File: src/rtl/output_schedule_arbiter_if.sv
// -----------------------------------------------------------------------------
// output_schedule_arbiter_if
// Schedule handshake between the output scheduler and its queue/tx neighbours.
//   iv_gate_ctrl_vector : per-queue gate open (1 = open)
//   iv_queue_empty      : per-queue empty flag (1 = empty)
//   i_pkt_bufid_ack     : network_tx has taken the bufid
//   ov_schdule_queue    : selected queue id
//   o_schdule_queue_wr  : one-cycle strobe validating ov_schdule_queue
// master = scheduler side, slave = environment (gates, queues, tx).
// -----------------------------------------------------------------------------
interface output_schedule_arbiter_if #(
   parameter int unsigned QUEUE_NUM = 8,
   parameter int unsigned QID_W     = 3
);
   logic [QUEUE_NUM-1:0] iv_gate_ctrl_vector;
   logic [QUEUE_NUM-1:0] iv_queue_empty;
   logic                 i_pkt_bufid_ack;
   logic [QID_W-1:0]     ov_schdule_queue;
   logic                 o_schdule_queue_wr;

   modport master (
      input  iv_gate_ctrl_vector,
      input  iv_queue_empty,
      input  i_pkt_bufid_ack,
      output ov_schdule_queue,
      output o_schdule_queue_wr
   );

   modport slave (
      output iv_gate_ctrl_vector,
      output iv_queue_empty,
      output i_pkt_bufid_ack,
      input  ov_schdule_queue,
      input  o_schdule_queue_wr
   );
endinterface

File: src/rtl/output_schedule_arbiter.sv
// -----------------------------------------------------------------------------
// output_schedule_arbiter
// Gated queue selector: picks one eligible (gate open, non-empty) queue per
// packet, then waits for the tx bufid ack. Queues below RR_BASE are strict
// priority (lowest index wins); queues at/above RR_BASE form a best-effort
// group. An ack watchdog aborts a grant after ACK_TIMEOUT cycles and counts
// it; a one-cycle GAP_S lets queue-empty flags settle before reselecting.
//
// Optional feature macro: OSC_RR_EN
//   defined   : best-effort group served round-robin from rr_ptr
//   undefined : best-effort group served lowest index first
//
// Ports
//   i_clk          : clock
//   i_rst          : synchronous active-high reset
//   sif            : schedule handshake (master modport)
//   o_ack_timeout  : one-cycle pulse on ack timeout
//   ov_timeout_cnt : saturating timeout count
//   ov_osc_state   : current FSM state (0 IDLE, 1 ACK, 2 GAP)
// -----------------------------------------------------------------------------
module output_schedule_arbiter #(
   parameter int unsigned QUEUE_NUM   = 8,
   parameter int unsigned QID_W       = 3,
   parameter int unsigned RR_BASE     = 6,
   parameter int unsigned ACK_TIMEOUT = 1023,
   parameter int unsigned TO_W        = 10
) (
   input  logic                        i_clk,
   input  logic                        i_rst,
   output_schedule_arbiter_if.master   sif,
   output logic                        o_ack_timeout,
   output logic [15:0]                 ov_timeout_cnt,
   output logic [1:0]                  ov_osc_state
);

   localparam int unsigned CNT_W = 16;

   typedef enum logic [1:0] {
      IDLE_S = 2'd0,
      ACK_S  = 2'd1,
      GAP_S  = 2'd2,
      ILL_S  = 2'd3
   } state_t;

   state_t               state_q, state_nxt;
   logic [QID_W-1:0]     queue_q, queue_nxt;
   logic                 wr_q, wr_nxt;
   logic                 to_q, to_nxt;
   logic [CNT_W-1:0]     timeout_cnt_q, timeout_cnt_nxt;
   logic [TO_W-1:0]      timer_q, timer_nxt;
`ifdef OSC_RR_EN
   logic [QID_W-1:0]     rr_ptr_q, rr_ptr_nxt;
`endif

   logic [QUEUE_NUM-1:0] elig;
   logic                 sp_hit;
   logic [QID_W-1:0]     sp_qid;
   logic                 be_hit;
   logic [QID_W-1:0]     be_qid;

   assign elig = sif.iv_gate_ctrl_vector & ~sif.iv_queue_empty;

   // Strict-priority group: lowest eligible index below RR_BASE.
   always_comb begin : sp_sel
      sp_hit = 1'b0;
      sp_qid = '0;
      for (int i = 0; i < int'(RR_BASE); i++) begin
         if (!sp_hit && elig[i]) begin
            sp_hit = 1'b1;
            sp_qid = QID_W'(i);
         end
      end
   end

   // Best-effort group choice.
   always_comb begin : be_sel
      be_hit = 1'b0;
      be_qid = '0;
`ifdef OSC_RR_EN
      // Two passes give a cyclic scan: first [rr_ptr, top], then wrap to the
      // lowest eligible group index (which must lie below rr_ptr).
      for (int i = int'(RR_BASE); i < int'(QUEUE_NUM); i++) begin
         if (!be_hit && elig[i] && (QID_W'(i) >= rr_ptr_q)) begin
            be_hit = 1'b1;
            be_qid = QID_W'(i);
         end
      end
      for (int i = int'(RR_BASE); i < int'(QUEUE_NUM); i++) begin
         if (!be_hit && elig[i]) begin
            be_hit = 1'b1;
            be_qid = QID_W'(i);
         end
      end
`else
      for (int i = int'(RR_BASE); i < int'(QUEUE_NUM); i++) begin
         if (!be_hit && elig[i]) begin
            be_hit = 1'b1;
            be_qid = QID_W'(i);
         end
      end
`endif
   end

   // Next-state and registered-output logic.
   always_comb begin : fsm_nxt
      state_nxt       = state_q;
      queue_nxt       = queue_q;
      wr_nxt          = 1'b0;
      to_nxt          = 1'b0;
      timeout_cnt_nxt = timeout_cnt_q;
      timer_nxt       = timer_q;
`ifdef OSC_RR_EN
      rr_ptr_nxt      = rr_ptr_q;
`endif
      case (state_q)
         IDLE_S: begin
            if (sp_hit) begin
               queue_nxt = sp_qid;
               wr_nxt    = 1'b1;
               timer_nxt = '0;
               state_nxt = ACK_S;
            end else if (be_hit) begin
               queue_nxt = be_qid;
               wr_nxt    = 1'b1;
               timer_nxt = '0;
               state_nxt = ACK_S;
`ifdef OSC_RR_EN
               if (be_qid == QID_W'(QUEUE_NUM - 1)) begin
                  rr_ptr_nxt = QID_W'(RR_BASE);
               end else begin
                  rr_ptr_nxt = be_qid + QID_W'(1);
               end
`endif
            end
         end
         ACK_S: begin
            // Ack has priority over a timeout landing in the same cycle.
            if (sif.i_pkt_bufid_ack) begin
               state_nxt = GAP_S;
            end else if (timer_q == TO_W'(ACK_TIMEOUT - 1)) begin
               to_nxt    = 1'b1;
               state_nxt = GAP_S;
               if (timeout_cnt_q != {CNT_W{1'b1}}) begin
                  timeout_cnt_nxt = timeout_cnt_q + CNT_W'(1);
               end
            end else begin
               timer_nxt = timer_q + TO_W'(1);
            end
         end
         GAP_S: begin
            state_nxt = IDLE_S;
         end
         default: begin
            state_nxt = IDLE_S;
         end
      endcase
   end

   // State and output registers.
   always_ff @(posedge i_clk) begin : fsm_reg
      if (i_rst) begin
         state_q       <= IDLE_S;
         queue_q       <= '0;
         wr_q          <= 1'b0;
         to_q          <= 1'b0;
         timeout_cnt_q <= '0;
         timer_q       <= '0;
`ifdef OSC_RR_EN
         rr_ptr_q      <= QID_W'(RR_BASE);
`endif
      end else begin
         state_q       <= state_nxt;
         queue_q       <= queue_nxt;
         wr_q          <= wr_nxt;
         to_q          <= to_nxt;
         timeout_cnt_q <= timeout_cnt_nxt;
         timer_q       <= timer_nxt;
`ifdef OSC_RR_EN
         rr_ptr_q      <= rr_ptr_nxt;
`endif
      end
   end

   assign sif.ov_schdule_queue   = queue_q;
   assign sif.o_schdule_queue_wr = wr_q;
   assign o_ack_timeout          = to_q;
   assign ov_timeout_cnt         = timeout_cnt_q;
   assign ov_osc_state           = state_q;

endmodule

File: src/flat_wrapper.sv
// flat-port wrapper written by rule: the top's interface ports become plain ports
module output_schedule_arbiter_flat 
#(
   parameter int unsigned QUEUE_NUM   = 8,
   parameter int unsigned QID_W       = 3,
   parameter int unsigned RR_BASE     = 6,
   parameter int unsigned ACK_TIMEOUT = 1023,
   parameter int unsigned TO_W        = 10
)
  (i_clk, i_rst, o_ack_timeout, ov_timeout_cnt, ov_osc_state, sif_iv_gate_ctrl_vector, sif_iv_queue_empty, sif_i_pkt_bufid_ack, sif_ov_schdule_queue, sif_o_schdule_queue_wr);
  output_schedule_arbiter_if #(.QUEUE_NUM(QUEUE_NUM), .QID_W(QID_W)) sif_i ();
  input  logic i_clk;
  input  logic i_rst;
  output logic o_ack_timeout;
  output logic [15:0] ov_timeout_cnt;
  output logic [1:0] ov_osc_state;
  input wire logic [$bits(sif_i.iv_gate_ctrl_vector)-1:0] sif_iv_gate_ctrl_vector;
  input wire logic [$bits(sif_i.iv_queue_empty)-1:0] sif_iv_queue_empty;
  input wire logic [$bits(sif_i.i_pkt_bufid_ack)-1:0] sif_i_pkt_bufid_ack;
  output wire logic [$bits(sif_i.ov_schdule_queue)-1:0] sif_ov_schdule_queue;
  output wire logic [$bits(sif_i.o_schdule_queue_wr)-1:0] sif_o_schdule_queue_wr;
  assign sif_i.iv_gate_ctrl_vector = sif_iv_gate_ctrl_vector;
  assign sif_i.iv_queue_empty = sif_iv_queue_empty;
  assign sif_i.i_pkt_bufid_ack = sif_i_pkt_bufid_ack;
  assign sif_ov_schdule_queue = sif_i.ov_schdule_queue;
  assign sif_o_schdule_queue_wr = sif_i.o_schdule_queue_wr;
  output_schedule_arbiter #(.QUEUE_NUM(QUEUE_NUM), .QID_W(QID_W), .RR_BASE(RR_BASE), .ACK_TIMEOUT(ACK_TIMEOUT), .TO_W(TO_W)) u_core (.i_clk(i_clk), .i_rst(i_rst), .sif(sif_i), .o_ack_timeout(o_ack_timeout), .ov_timeout_cnt(ov_timeout_cnt), .ov_osc_state(ov_osc_state));
endmodule
File: config.mk
export PLATFORM = sky130hd
export DESIGN_NAME = output_schedule_arbiter_flat
export DESIGN_NICKNAME = d
export VERILOG_FILES = /design/src/rtl/output_schedule_arbiter_if.sv /design/src/rtl/output_schedule_arbiter.sv /design/src/flat_wrapper.sv
export SDC_FILE = /design/constraint.sdc
export NUM_CORES = 1
export LEC_CHECK = 0
export ABC_AREA = 1
export ABC_CLOCK_PERIOD_IN_PS = 1850
export BUFFER_PORTS_ARGS = -buffer_cell sky130_fd_sc_hd__buf_2
export CAP_MARGIN = 20
export CORE_MARGIN = 2
export CORE_UTILIZATION = 45
export CTS_BUF_LIST = sky130_fd_sc_hd__clkbuf_8
export CTS_CLUSTER_DIAMETER = 100
export DETAILED_ROUTE_END_ITERATION = 8
export PLACE_DENSITY = 0.68
export SLEW_MARGIN = 10
export SYNTH_ARGS = -nofsm -noshare
export SYNTH_HDL_FRONTEND = slang
export SYNTH_SLANG_ARGS = --single-unit
export TNS_END_PERCENT = 20
File: constraint.sdc
create_clock -name i_clk -period 1.85 [get_ports i_clk]
set_input_delay 0.0925 -clock i_clk [delete_from_list [all_inputs] [get_ports i_clk]]
set_output_delay 0.0925 -clock i_clk [all_outputs]
set_load 0.03 [all_outputs]
# Yosys cells after proc, flatten, opt, wreduce, memory -nomap -nowiden
# Index checks and enable logic that the tools add are counted.
[op_classes] addsub=2 mul=0 div_mod_pow=0 n_lt_le_gt_ge=0 n_eq_ne=7 shifts=0 n_mux=30 bitwise_logic=5 reduce_logical=21
[op_table] operator="10-bit two-way mux" n=4
[op_table] operator="10-bit one-hot mux with 2 select lines" n=1
[op_table] operator="3-bit two-way mux" n=6
[op_table] operator="16-bit by 1-bit adder with 16-bit output, second input constant" n=1
[op_table] operator="16-bit inequality test, second input constant" n=1
[op_table] operator="1-bit two-way mux" n=12
[op_table] operator="2-bit two-way mux" n=6
[op_table] operator="10-bit by 1-bit adder with 10-bit output, second input constant" n=1
[op_table] operator="10-bit equality test, second input constant" n=1
[op_table] operator="8-bit bitwise AND" n=1
[op_table] operator="8-bit NOT" n=1
[op_table] operator="4-bit AND reduction" n=2
[op_table] operator="1-bit logical AND" n=6
[op_table] operator="1-bit logical NOT" n=6
[op_table] operator="2-bit inequality test, second input constant" n=2
[op_table] operator="2-bit one-hot mux with 2 select lines" n=1
[op_table] operator="2-bit AND reduction" n=2
[op_table] operator="2-bit nonzero test" n=2
[op_table] operator="3-bit by 1-bit inequality test with 1-bit output, second input constant" n=1
[op_table] operator="3-bit by 2-bit inequality test with 1-bit output, second input constant" n=1
[op_table] operator="1-bit NOT" n=3
[op_table] operator="3-bit OR reduction" n=1
[op_table] operator="2-bit by 1-bit equality test with 1-bit output, second input constant" n=1
[op_table] operator="2-bit logical NOT" n=1
[op_table] operator="2-bit OR reduction" n=1
[totals] regBits=33 latchBits=0 mem_bits_rw=0 rom_bits=0 input_bits=19 output_inout_bits=23 word_cells=71 memories=0

# Depth between registers and ports, before layout
# Gate-level depths: netlist (run 1).
[logic_depth] depth_word=20 depth_mapped=10 depth_no_buf=10

# Worst setup path after synthesis (run 1)
# Ideal clock, no wire load.
[synth_timing] path_kind="register to register" startpoint="register u_core.timeout_cnt_q[0], in the netlist u_core.ov_timeout_cnt[0]" endpoint="register u_core.timeout_cnt_q[2], in the netlist u_core.ov_timeout_cnt[2]" setup_time_ns=0.116 arrival_time_ns=1.786 required_ns=1.734 setup_slack_ns=-0.052 path_stages_with_launch=11 n_path_buf=2 synth_period_minus_slack_ns=1.902 path_cell_list="dfxtp_1 > ha_1 > inv_1 > nor2_2 > nand2_2 > nor2_2 > nor2_2 > buf_6 > buf_12 > a21oi_1 > nor2_1"
[synth_via] elab_chain_cells=2 word_cells_on_any_way=3 cone_classes="1 x add/sub; 1 x eq/ne; 1 x reduce/logical"
[synth_rtl] item="start: declaration" line="output_schedule_arbiter.sv:49" text="logic [CNT_W-1:0] timeout_cnt_q, timeout_cnt_nxt;"
[synth_rtl] item="start signal: assignment" line="output_schedule_arbiter.sv:176" text="timeout_cnt_q <= timeout_cnt_nxt;"
[synth_rtl] item="branches (longest 2 deep; another with 16-bit by 1-bit adder with 16-bit output)"
# Several ways; the timed one is not identified.
# A chain may end at the register's enable or synchronous reset.

# Final worst setup path (run 1)
[layout_timing] startpoint="register u_core.timer_q[0]" endpoint="register u_core.timeout_cnt_q[2], in the netlist u_core.ov_timeout_cnt[2]"
[layout_via] elab_chain_cells=2
[layout_rtl] item="start: declaration" line="output_schedule_arbiter.sv:50" text="logic [TO_W-1:0] timer_q, timer_nxt;"
[layout_rtl] item="start signal: assignment" line="output_schedule_arbiter.sv:177" text="timer_q <= timer_nxt;"
[layout_rtl] item="10-bit equality test" line="output_schedule_arbiter.sv:140" text="end else if (timer_q == TO_W'(ACK_TIMEOUT - 1)) begin"
[layout_rtl] item="4-bit AND reduction (no source line)"
# No other way between the ends.

==> flow_summary_export.csv, run 1 <==
group,metric,value,unit
detailed_routing,via_count,2015,
synth,ys.flop_type,"dfxtp_1",
synth,synth_common_cells,"107 x nand2_1, 41 x nor2_1, 33 x dfxtp_1",
global_routing,grt_first_pass_wirelength,7.98,mm
clocking,clock_path_buffers,2,
power,p_int,1.14,mW
clocking,post_cts_buffers,0,
global_routing,grt_pass1_vias,1837,
job,cap_violations,0,
finish,final_area,2360,µm²
power,p_comb_frac,0.141,
critical_path,critPathCaptureType,"flop",
timing,period_share,0.879,
floorplan,die_y,70.2,µm
power,switching_share,0.276,
synth,synth-edff-count,0,
synth,ys_types,28,
detailed_routing,routedWlPerCell,11.0,µm
global_routing,met2_usage,0.310,
synth,async_flop_share,0,
clocking,clk_latency,0.29,ns
synth,netlist_area,1970,µm²
global_routing,grt_overflow_total,0,
finish,num_antenna_cells,0,
detailed_routing,drc,0,
finish,fin_nets,384,
global_routing,grt_max_degree,16,
floorplan,rows,24,
clocking,clock-root-buffer,"clkbuf_8",
synth,synth_area_leaders,"dfxtp_1 33%, nand2_1 20%, nor2_1 7.8%, a21oi_1 5.6%, nand3_1 5.6%",
clocking,cts_sinks,33,
power,leakage,1.03,nW
detailed_routing,drtPass1Iterations,4,
detailed_routing,ant_nets,0,
global_routing,antenna_found_initial,0,
synth,synth-warning-count,0,
clocking,cts_tree,"yes",
timing,timing_worst_slew_pin_value,0.306,ns
timing,maxSlewViolCount,0,
global_routing,grtUsageTotal,0.200,
placed_design,detailedPlacementHpwl,3.43,mm
power,clockPowerShare,0.384,
power,powerDensity,669,nW/µm²
global_routing,met1_usage,0.273,
critical_path,worstPathRequired,2.03,ns
synth,syn_inst,312,
clocking,numCtsBuffers,5,
floorplan,die_area,4930,µm²
synth,ys_ff_latch,33,
floorplan,initial_core_util,0.459,
clocking,path_clk_slew,0.07,ns
detailed_routing,first_iter_violations,110,
critical_path,setup.worst_path.start_class,"flop",
global_routing,top_usage_layer,"met2",
detailed_routing,wl,4.56,mm
synth,synth.avg_cell_area,6.32,µm²
placed_design,routabilityCongestion,0.832,
synth,synth_top_area_share,0.335,
power,p_sw,0.436,mW
critical_path,crit_arrival,1.81,ns
clocking,cts_htree_levels,2,
timing,finalSetupTns,0,ns
placed_design,placed_cell_area,2260,µm²
status,status,"finished clean",
synth,yosysMostFrequentCell,"nand2_1",
clocking,ctsResizeCount,0,
timing,finalHoldViolCount,0,
global_routing,grt_util_met3,0.0534,
hold_path,hold_class,"primary input to flop",
synth,yosysTopAreaCell,"dfxtp_1",
timing,max_slew_margin,0.796,
synth,synth_fp_nets,334,
critical_path,critPathKind,"flop to flop",
placed_design,port_buffers,41,
timing,setup_viol,0,
floorplan,io_pins,42,
critical_path,worstPathMaxFanout,11,
floorplan,design.core.area,4290,µm²
timing,rsz0062_at_grt,"false",
power,ir_drop,0.000321,V
finish,layout-drive-gt1-share,0.229,
floorplan,die_w,70.2,µm
timing,post-route-min-period,1.63,ns
detailed_routing,viasPerCell,4.86,
synth,ys_seq_area_frac,0.335,
finish,area_growth_syn_to_layout,19.5,%
timing,finClkSkew,0.00933,ns
clocking,ctsHoldBuffers,0,
timing,max_freq,0.615,GHz
power,p_seq_frac,0.475,
## layer usage
layer,up-vias,part of all wire
li1,1082,-
met1,869,0.50
met2,58,0.42
met3,6,0.064
met4,0,0.012
met5,-,0
## worst paths after layout
kind	from	depth (start not counted)	slack, ns	endpoint
max reg2reg	u_core.timer_q[0]	10	0.22	u_core.ov_timeout_cnt[2]
min reg2reg	u_core.sif.ov_schdule_queue[2]	2	0.47	u_core.sif.ov_schdule_queue[2]
min	sif_i_pkt_bufid_ack	4	0.11	u_core.o_ack_timeout
max	u_core.timer_q[0]	10	0.22	u_core.ov_timeout_cnt[2]
## per-stage QoR
step                      hold slack, ns  power, mW  instances  setup WS, ns  utilization
after floorplan                    0.273      0.908        312        0.0184            -
after global placement             0.418      0.985        407         0.270        0.526
after detailed placement           0.420      0.987        407         0.230        0.526
after CTS                          0.102       1.60        415         0.208        0.549
after global routing               0.125       1.66        415        0.0526        0.549
final                              0.110       1.58        415         0.224        0.549
## worst max-delay path, cell delays in order (launching register included)
cell and delay, ns:
dfxtp_1 0.35, inv_1 0.11, ha_1 0.15, nand3_1 0.07
nor2_1 0.15, nand3_2 0.10, nor2_2 0.18, buf_4 0.21
nand3_1 0.08, nand2_1 0.07, nor2_1 0.04
## layout make-up
type,count,area [µm²]
sequential,33,662
clock inverter,1,5.00
inverter,32,120
multi-input combinational,240,1140
clock buffer,7,96.3
fill,420,1940
timing repair buffer,50,273
tap,52,65.1
## logic make-up after synthesis
group,synth area share
XOR/XNOR,0.0222
AO/OA/AOI/OAI,0.114
flip-flops,0.335
AND/OR/NAND/NOR,0.422
buffers and inverters,0.0888
adder cells (fa/ha/maj),0.0190
## cells in the final DEF, fill, tap and decap left out, drive strengths merged
cell type,netlist,layout
dfxtp,33,33
xor2,1,1
xnor2,4,4
clkbuf,3,7
nand3,23,23
nand3b,3,3
a21boi,1,1
nand2,114,114
o21ai,6,6
nor2,47,47
o21bai,1,1
o211ai,1,1
ha,3,3
buf,4,50
clkinv,0,1
nand4,4,4
inv,32,32
a21oi,29,29
nor3b,3,3
## registers in the layout, indices dropped and copies added, names as in the netlist
register and cells:
u_core.ov_osc_state 2, u_core.timer_q 10, u_core.ov_timeout_cnt 16, u_core.sif.ov_schdule_queue 3, u_core.sif.o_schdule_queue_wr 1, u_core.o_ack_timeout 1
## power by group through the flow
stage | Clock [mW] | Sequential, mW | Combinational (mW)
6_report | 0.606 | 0.750 | 0.222
5_1_grt | 0.663 | 0.751 | 0.247
4_1_cts | 0.626 | 0.749 | 0.224
3_5_place_dp | 0 | 0.765 | 0.222
3_3_place_gp | 0 | 0.765 | 0.220
2_1_floorplan | 0 | 0.794 | 0.113
No activity file was read; power rests on OpenSTA's default activity.
==> run 2: changes to the inputs <==
Settings changed: CORE_UTILIZATION 45 to 56, PLACE_DENSITY 0.68 to 0.82, SKIP_LAST_GASP set to 1.
==> flow_summary_export.csv, run 2 (same netlist as run 1, synthesis figures left out) <==
group,metric,value,unit
clocking,cts_tree,"yes",
critical_path,path_cells,"inv_1, ha_1, nand3_1, nor2_1, nand3_2, nor2_2, buf_4, nand2_2, a21oi_2",
clocking,post_cts_buffers,0,
detailed_routing,first_iter_violations,116,
timing,setup_viol,0,
timing,timing_worst_slew_pin_value,0.310,ns
critical_path,worstPathMaxFanout,10,
floorplan,design.core.area,3360,µm²
finish,layout-drive-gt1-share,0.226,
power,leakage,1.03,nW
hold_path,hp-start,"sif_i_pkt_bufid_ack",
critical_path,r2r_start,"u_core.timer_q[0]",
hold_path,min_path_cells,4,
clocking,cts_sinks,33,
finish,fin_nets,385,
timing,finClkSkew,0.00673,ns
floorplan,die_w,63.4,µm
timing,finalHoldViolCount,0,
power,p_seq_frac,0.493,
timing,max_slew_margin,0.793,
detailed_routing,drc,0,
critical_path,critPathKind,"flop to flop",
clocking,numCtsBuffers,5,
detailed_routing,wl,4.48,mm
power,powerDensity,648,nW/µm²
detailed_routing,viasPerCell,5.03,
clocking,clk_latency,0.29,ns
power,power,1.52,mW
clocking,ctsHoldBuffers,0,
critical_path,setup.worst_path.start_class,"flop",
critical_path,crit_slowest_cell,"dfxtp_1",
status,status,"finished clean",
critical_path,critPathCaptureType,"flop",
global_routing,grtUsageTotal,0.256,
global_routing,antenna_found_initial,0,
floorplan,rows,21,
power,switching_share,0.279,
power,p_sw,0.423,mW
floorplan,die_area,4010,µm²
timing,period_share,0.874,
floorplan,io_pins,42,
detailed_routing,ant_nets,0,
floorplan,initial_core_util,0.587,
critical_path,crit_arrival,1.84,ns
timing,maxSlewViolCount,0,
critical_path,rr_worst_depth,9,
critical_path,cpPeakStageDelay,0.35,ns
placed_design,detailedPlacementHpwl,3.38,mm
finish,mostFrequentLayoutCell,"nand2_1",
global_routing,grt_first_pass_wirelength,8.27,mm
global_routing,grt_pass1_vias,1931,
timing,finalSetupTns,0,ns
clocking,path_clk_slew,0.06,ns
power,clockPowerShare,0.360,
critical_path,r2r_end,"u_core.ov_timeout_cnt[10]",
job,cap_violations,0,
finish,seqCellArea,662,µm²
detailed_routing,via_count,2057,
detailed_routing,drtPass1Iterations,4,
finish,num_antenna_cells,0,
finish,final_cell_mix,"107 x nand2_1, 41 x nor2_1, 41 x buf_2",
clocking,cts_htree_levels,2,
timing,rsz0062_at_grt,"false",
power,ir_drop,0.000411,V
timing,post-route-min-period,1.62,ns
clocking,clock_path_buffers,2,
finish,nFillCells,324,
critical_path,worstPathRequired,2.07,ns
placed_design,routabilityCongestion,0.872,
critical_path,r2r_setup_slack,0.23,ns
power,p_int,1.10,mW
placed_design,port_buffers,41,
global_routing,grt_overflow_total,0,
timing,max_freq,0.618,GHz
power,p_comb_frac,0.148,
clocking,clock-root-buffer,"clkbuf_8",
hold_path,holdPathEnd,"u_core.o_ack_timeout",
finish,multi_input_area,1140,µm²
detailed_routing,routedWlPerCell,10.9,µm
global_routing,grt_max_degree,14,
finish,largest_reg_flops,16,
finish,area_growth_syn_to_layout,18.8,%
hold_path,hold_class,"primary input to flop",
clocking,ctsResizeCount,0,
floorplan,die_y,63.4,µm
[run 2: final cells by class]
type	instances	share of cell area
repair buffers	51	0.120
flip-flops and latches	33	0.282
clock inverters	1	0.00160
clock buffers	6	0.0352
inverters	32	0.0513
multi-input cells	240	0.485
well taps	46	0.0246
[run 2: metal layers]
layer,part of all wire,track usage,up-vias
li1,-,-,1084
met1,0.47,0.337,905
met2,0.45,0.408,59
met3,0.063,0.0518,9
met4,0.019,0.109,0
met5,0,0,-
[run 2: worst max path at each step]
stage | start | end | slack, ns | depth (start not counted)
6_report | u_core.timer_q[0] | u_core.ov_timeout_cnt[10] | 0.23 | 9
5_1_grt | u_core.timer_q[0] | u_core.ov_timeout_cnt[5] | 0.05 | 9
4_1_cts | u_core.timer_q[0] | u_core.ov_timeout_cnt[10] | 0.24 | 9
3_5_place_dp | u_core.timer_q[0] | u_core.ov_timeout_cnt[10] | 0.26 | 9
3_3_place_gp | u_core.timer_q[0] | u_core.ov_timeout_cnt[2] | 0.31 | 10
2_1_floorplan | u_core.ov_timeout_cnt[1] | u_core.ov_timeout_cnt[2] | 0.02 | 10
[run 2: per-stage QoR]
step | cell area [µm²] | worst slack, ns | cells | hold WS, ns | utilization
floorplan | 1970 | 0.0184 | 312 | 0.273 | -
global placement | 2260 | 0.314 | 402 | 0.421 | 0.671
detailed placement | 2260 | 0.256 | 402 | 0.418 | 0.671
CTS | 2340 | 0.237 | 409 | 0.118 | 0.697
global route | 2340 | 0.0489 | 409 | 0.131 | 0.697
finish | 2340 | 0.232 | 409 | 0.131 | 0.697
[run 2: critical path, delay by kind of cell, from the launching register on]
kind / cells / cell delay, ns
AND/OR/NAND/NOR: 5 / 0.59
adder cells (fa/ha/maj): 1 / 0.16
AO/OA/AOI/OAI: 1 / 0.13
buffers and inverters: 2 / 0.32
flip-flops: 1 / 0.35
[run 2: power groups by stage]
| stage | Sequential (mW) | Clock [mW] | Combinational (mW) |
|---|---|---|---|
| 6_report | 0.748 | 0.546 | 0.225 |
| 3_5_place_dp | 0.764 | 0 | 0.223 |
| 2_1_floorplan | 0.794 | 0 | 0.113 |
| 5_1_grt | 0.751 | 0.588 | 0.248 |
| 3_3_place_gp | 0.763 | 0 | 0.219 |
| 4_1_cts | 0.748 | 0.551 | 0.224 |
==> run 3: changes to the inputs <==
Settings changed: ABC_CLOCK_PERIOD_IN_PS 1850 to 1700.
Clock period 1.85 ns to 1.7 ns, I/O delays scaled along.
==> flow_summary_export.csv, run 3 (same netlist as run 1, synthesis figures left out) <==
group,metric,value,unit
global_routing,grt_overflow_total,0,
floorplan,die_y,63.4,µm
timing,period_share,0.941,
critical_path,rr_worst_depth,10,
finish,mostFrequentLayoutCell,"nand2_1",
timing,finClkSkew,0.00540,ns
power,power,1.66,mW
critical_path,path_cells,"inv_1, ha_1, nand3_1, nor2_2, nand3_2, nor2_4, buf_4, nand3_1, nand2_1, nor2_1",
timing,max_slew_margin,0.777,
power,switching_share,0.281,
clocking,post_cts_buffers,0,
timing,whs,0.131,ns
power,p_sw,0.466,mW
critical_path,worst-path-buf-inv,2,
power,leakage,1.09,nW
global_routing,grt_max_degree,17,
power,p_seq_frac,0.488,
finish,area_growth_syn_to_layout,23.3,%
critical_path,critPathCaptureType,"flop",
clocking,cts_htree_levels,2,
floorplan,initial_core_util,0.587,
critical_path,critPathKind,"flop to flop",
timing,worst_slack,0.101,ns
placed_design,placed_cell_area,2330,µm²
floorplan,design.core.area,3360,µm²
critical_path,cp-startpoint,"u_core.timer_q[0]",
power,p_int,1.20,mW
floorplan,rows,21,
critical_path,cpPeakStageDelay,0.31,ns
power,clockPowerShare,0.361,
finish,fin_nets,394,
detailed_routing,drc,0,
detailed_routing,drtPass1Iterations,6,
finish,finalCoreUtilization,0.724,
placed_design,routabilityCongestion,0.891,
placed_design,detailedPlacementHpwl,3.54,mm
finish,layout.cells.non_filler,419,
critical_path,r2r_start,"u_core.timer_q[0]",
clocking,cts_sinks,33,
placed_design,dp_slack,0.0916,ns
critical_path,critical_path.top_delay_family,"simple AND/OR/NAND/NOR gates",
timing,setup_viol,0,
clocking,cts_tree,"yes",
clocking,clock_path_buffers,2,
critical_path,path_common_cell,"nand3_1",
detailed_routing,routedWlPerCell,11.4,µm
clocking,numCtsBuffers,5,
timing,max_freq,0.625,GHz
clocking,ctsHoldBuffers,0,
detailed_routing,via_count,2129,
critical_path,crit_slowest_cell,"dfxtp_1",
status,status,"finished clean",
clocking,clock-root-buffer,"clkbuf_8",
power,ir_drop,0.000348,V
timing,maxSlewViolCount,0,
job,cap_violations,0,
power,powerDensity,683,nW/µm²
critical_path,worstPathRequired,1.89,ns
placed_design,place_inst,411,
global_routing,grtUsageTotal,0.258,
timing,timing_worst_slew_pin_value,0.334,ns
hold_path,min_path_cells,4,
global_routing,antenna_found_initial,0,
detailed_routing,ant_nets,0,
clocking,path_clk_slew,0.07,ns
timing,post-route-min-period,1.60,ns
hold_path,hp-start,"sif_iv_gate_ctrl_vector[4]",
timing,finalSetupTns,0,ns
finish,largest_reg_flops,16,
hold_path,holdPathEnd,"u_core.sif.ov_schdule_queue[0]",
global_routing,grt_pass1_vias,1857,
timing,finalHoldViolCount,0,
floorplan,die_area,4010,µm²
finish,layout-drive-gt1-share,0.252,
critical_path,worstPathMaxFanout,9,
critical_path,crit_arrival,1.79,ns
placed_design,port_buffers,41,
finish,final_area,2430,µm²
critical_path,r2r_setup_slack,0.10,ns
finish,num_antenna_cells,0,
detailed_routing,viasPerCell,5.08,
detailed_routing,first_iter_violations,131,
critical_path,setup.worst_path.start_class,"flop",
global_routing,grt_first_pass_wirelength,8.25,mm
detailed_routing,wl,4.77,mm
critical_path,r2r_end,"u_core.ov_timeout_cnt[2]",
power,p_comb_frac,0.151,
floorplan,die_w,63.4,µm
floorplan,io_pins,42,
finish,final_cell_mix,"107 x nand2_1, 41 x buf_2, 40 x nor2_1",
hold_path,hold_class,"primary input to flop",
clocking,clk_latency,0.29,ns
-- run 3: cell types whose count changed in the layout (fill, tap and decap cells not counted) --
cell	delta
nor2_4	+1
nor2_1	-1
dfxtp_2	+1
inv_2	-1
dfxtp_4	+1
buf_6	+1
buf_4	+8
dfxtp_1	-2
inv_1	+1
inv_4	+1
-- run 3: how the worst max path moves through the flow --
stage                                to  depth (start not counted)
2_1_floorplan  u_core.ov_timeout_cnt[2]                         10
3_3_place_gp          u_core.timer_q[1]                          8
3_5_place_dp   u_core.ov_timeout_cnt[5]                          8
4_1_cts        u_core.ov_timeout_cnt[5]                          8
5_1_grt        u_core.ov_timeout_cnt[2]                         10
6_report       u_core.ov_timeout_cnt[2]                         10
-- run 3: area by class of cell --
type	instances	area, µm²
Fill cell	314	930
Tap cell	46	57.6
Inverter	32	123
Sequential cell	33	667
Multi-Input combinational cell	240	1140
Clock buffer	6	82.6
Timing Repair Buffer	60	352
Clock inverter	2	7.51
-- run 3: power groups by stage --
stage	sequential (mW)	clock, mW	combinational (mW)
3_5_place_dp	0.828	0	0.250
3_3_place_gp	0.828	0	0.245
2_1_floorplan	0.863	0	0.123
6_report	0.812	0.600	0.251
5_1_grt	0.813	0.660	0.279
4_1_cts	0.811	0.606	0.251
-- run 3: what timing repair did --
action / CTS / global route
hold endpoints to repair: 0 / 0
setup endpoints to repair: 0 / 22
gates resized for setup: 0 / 5
-- run 3: metal layers --
layer,up-vias,GRT usage,part of all wire
met5,-,0,0
met4,0,0.106,0.019
met3,8,0.0643,0.058
met2,62,0.400,0.46
met1,951,0.341,0.46
li1,1108,-,-
-- run 3: worst min-delay path, delay by kind of cell --
family	cells	cell delay [ns]
compound gates	2	0.15
simple gates	1	0.07
buf+inv	1	0.07
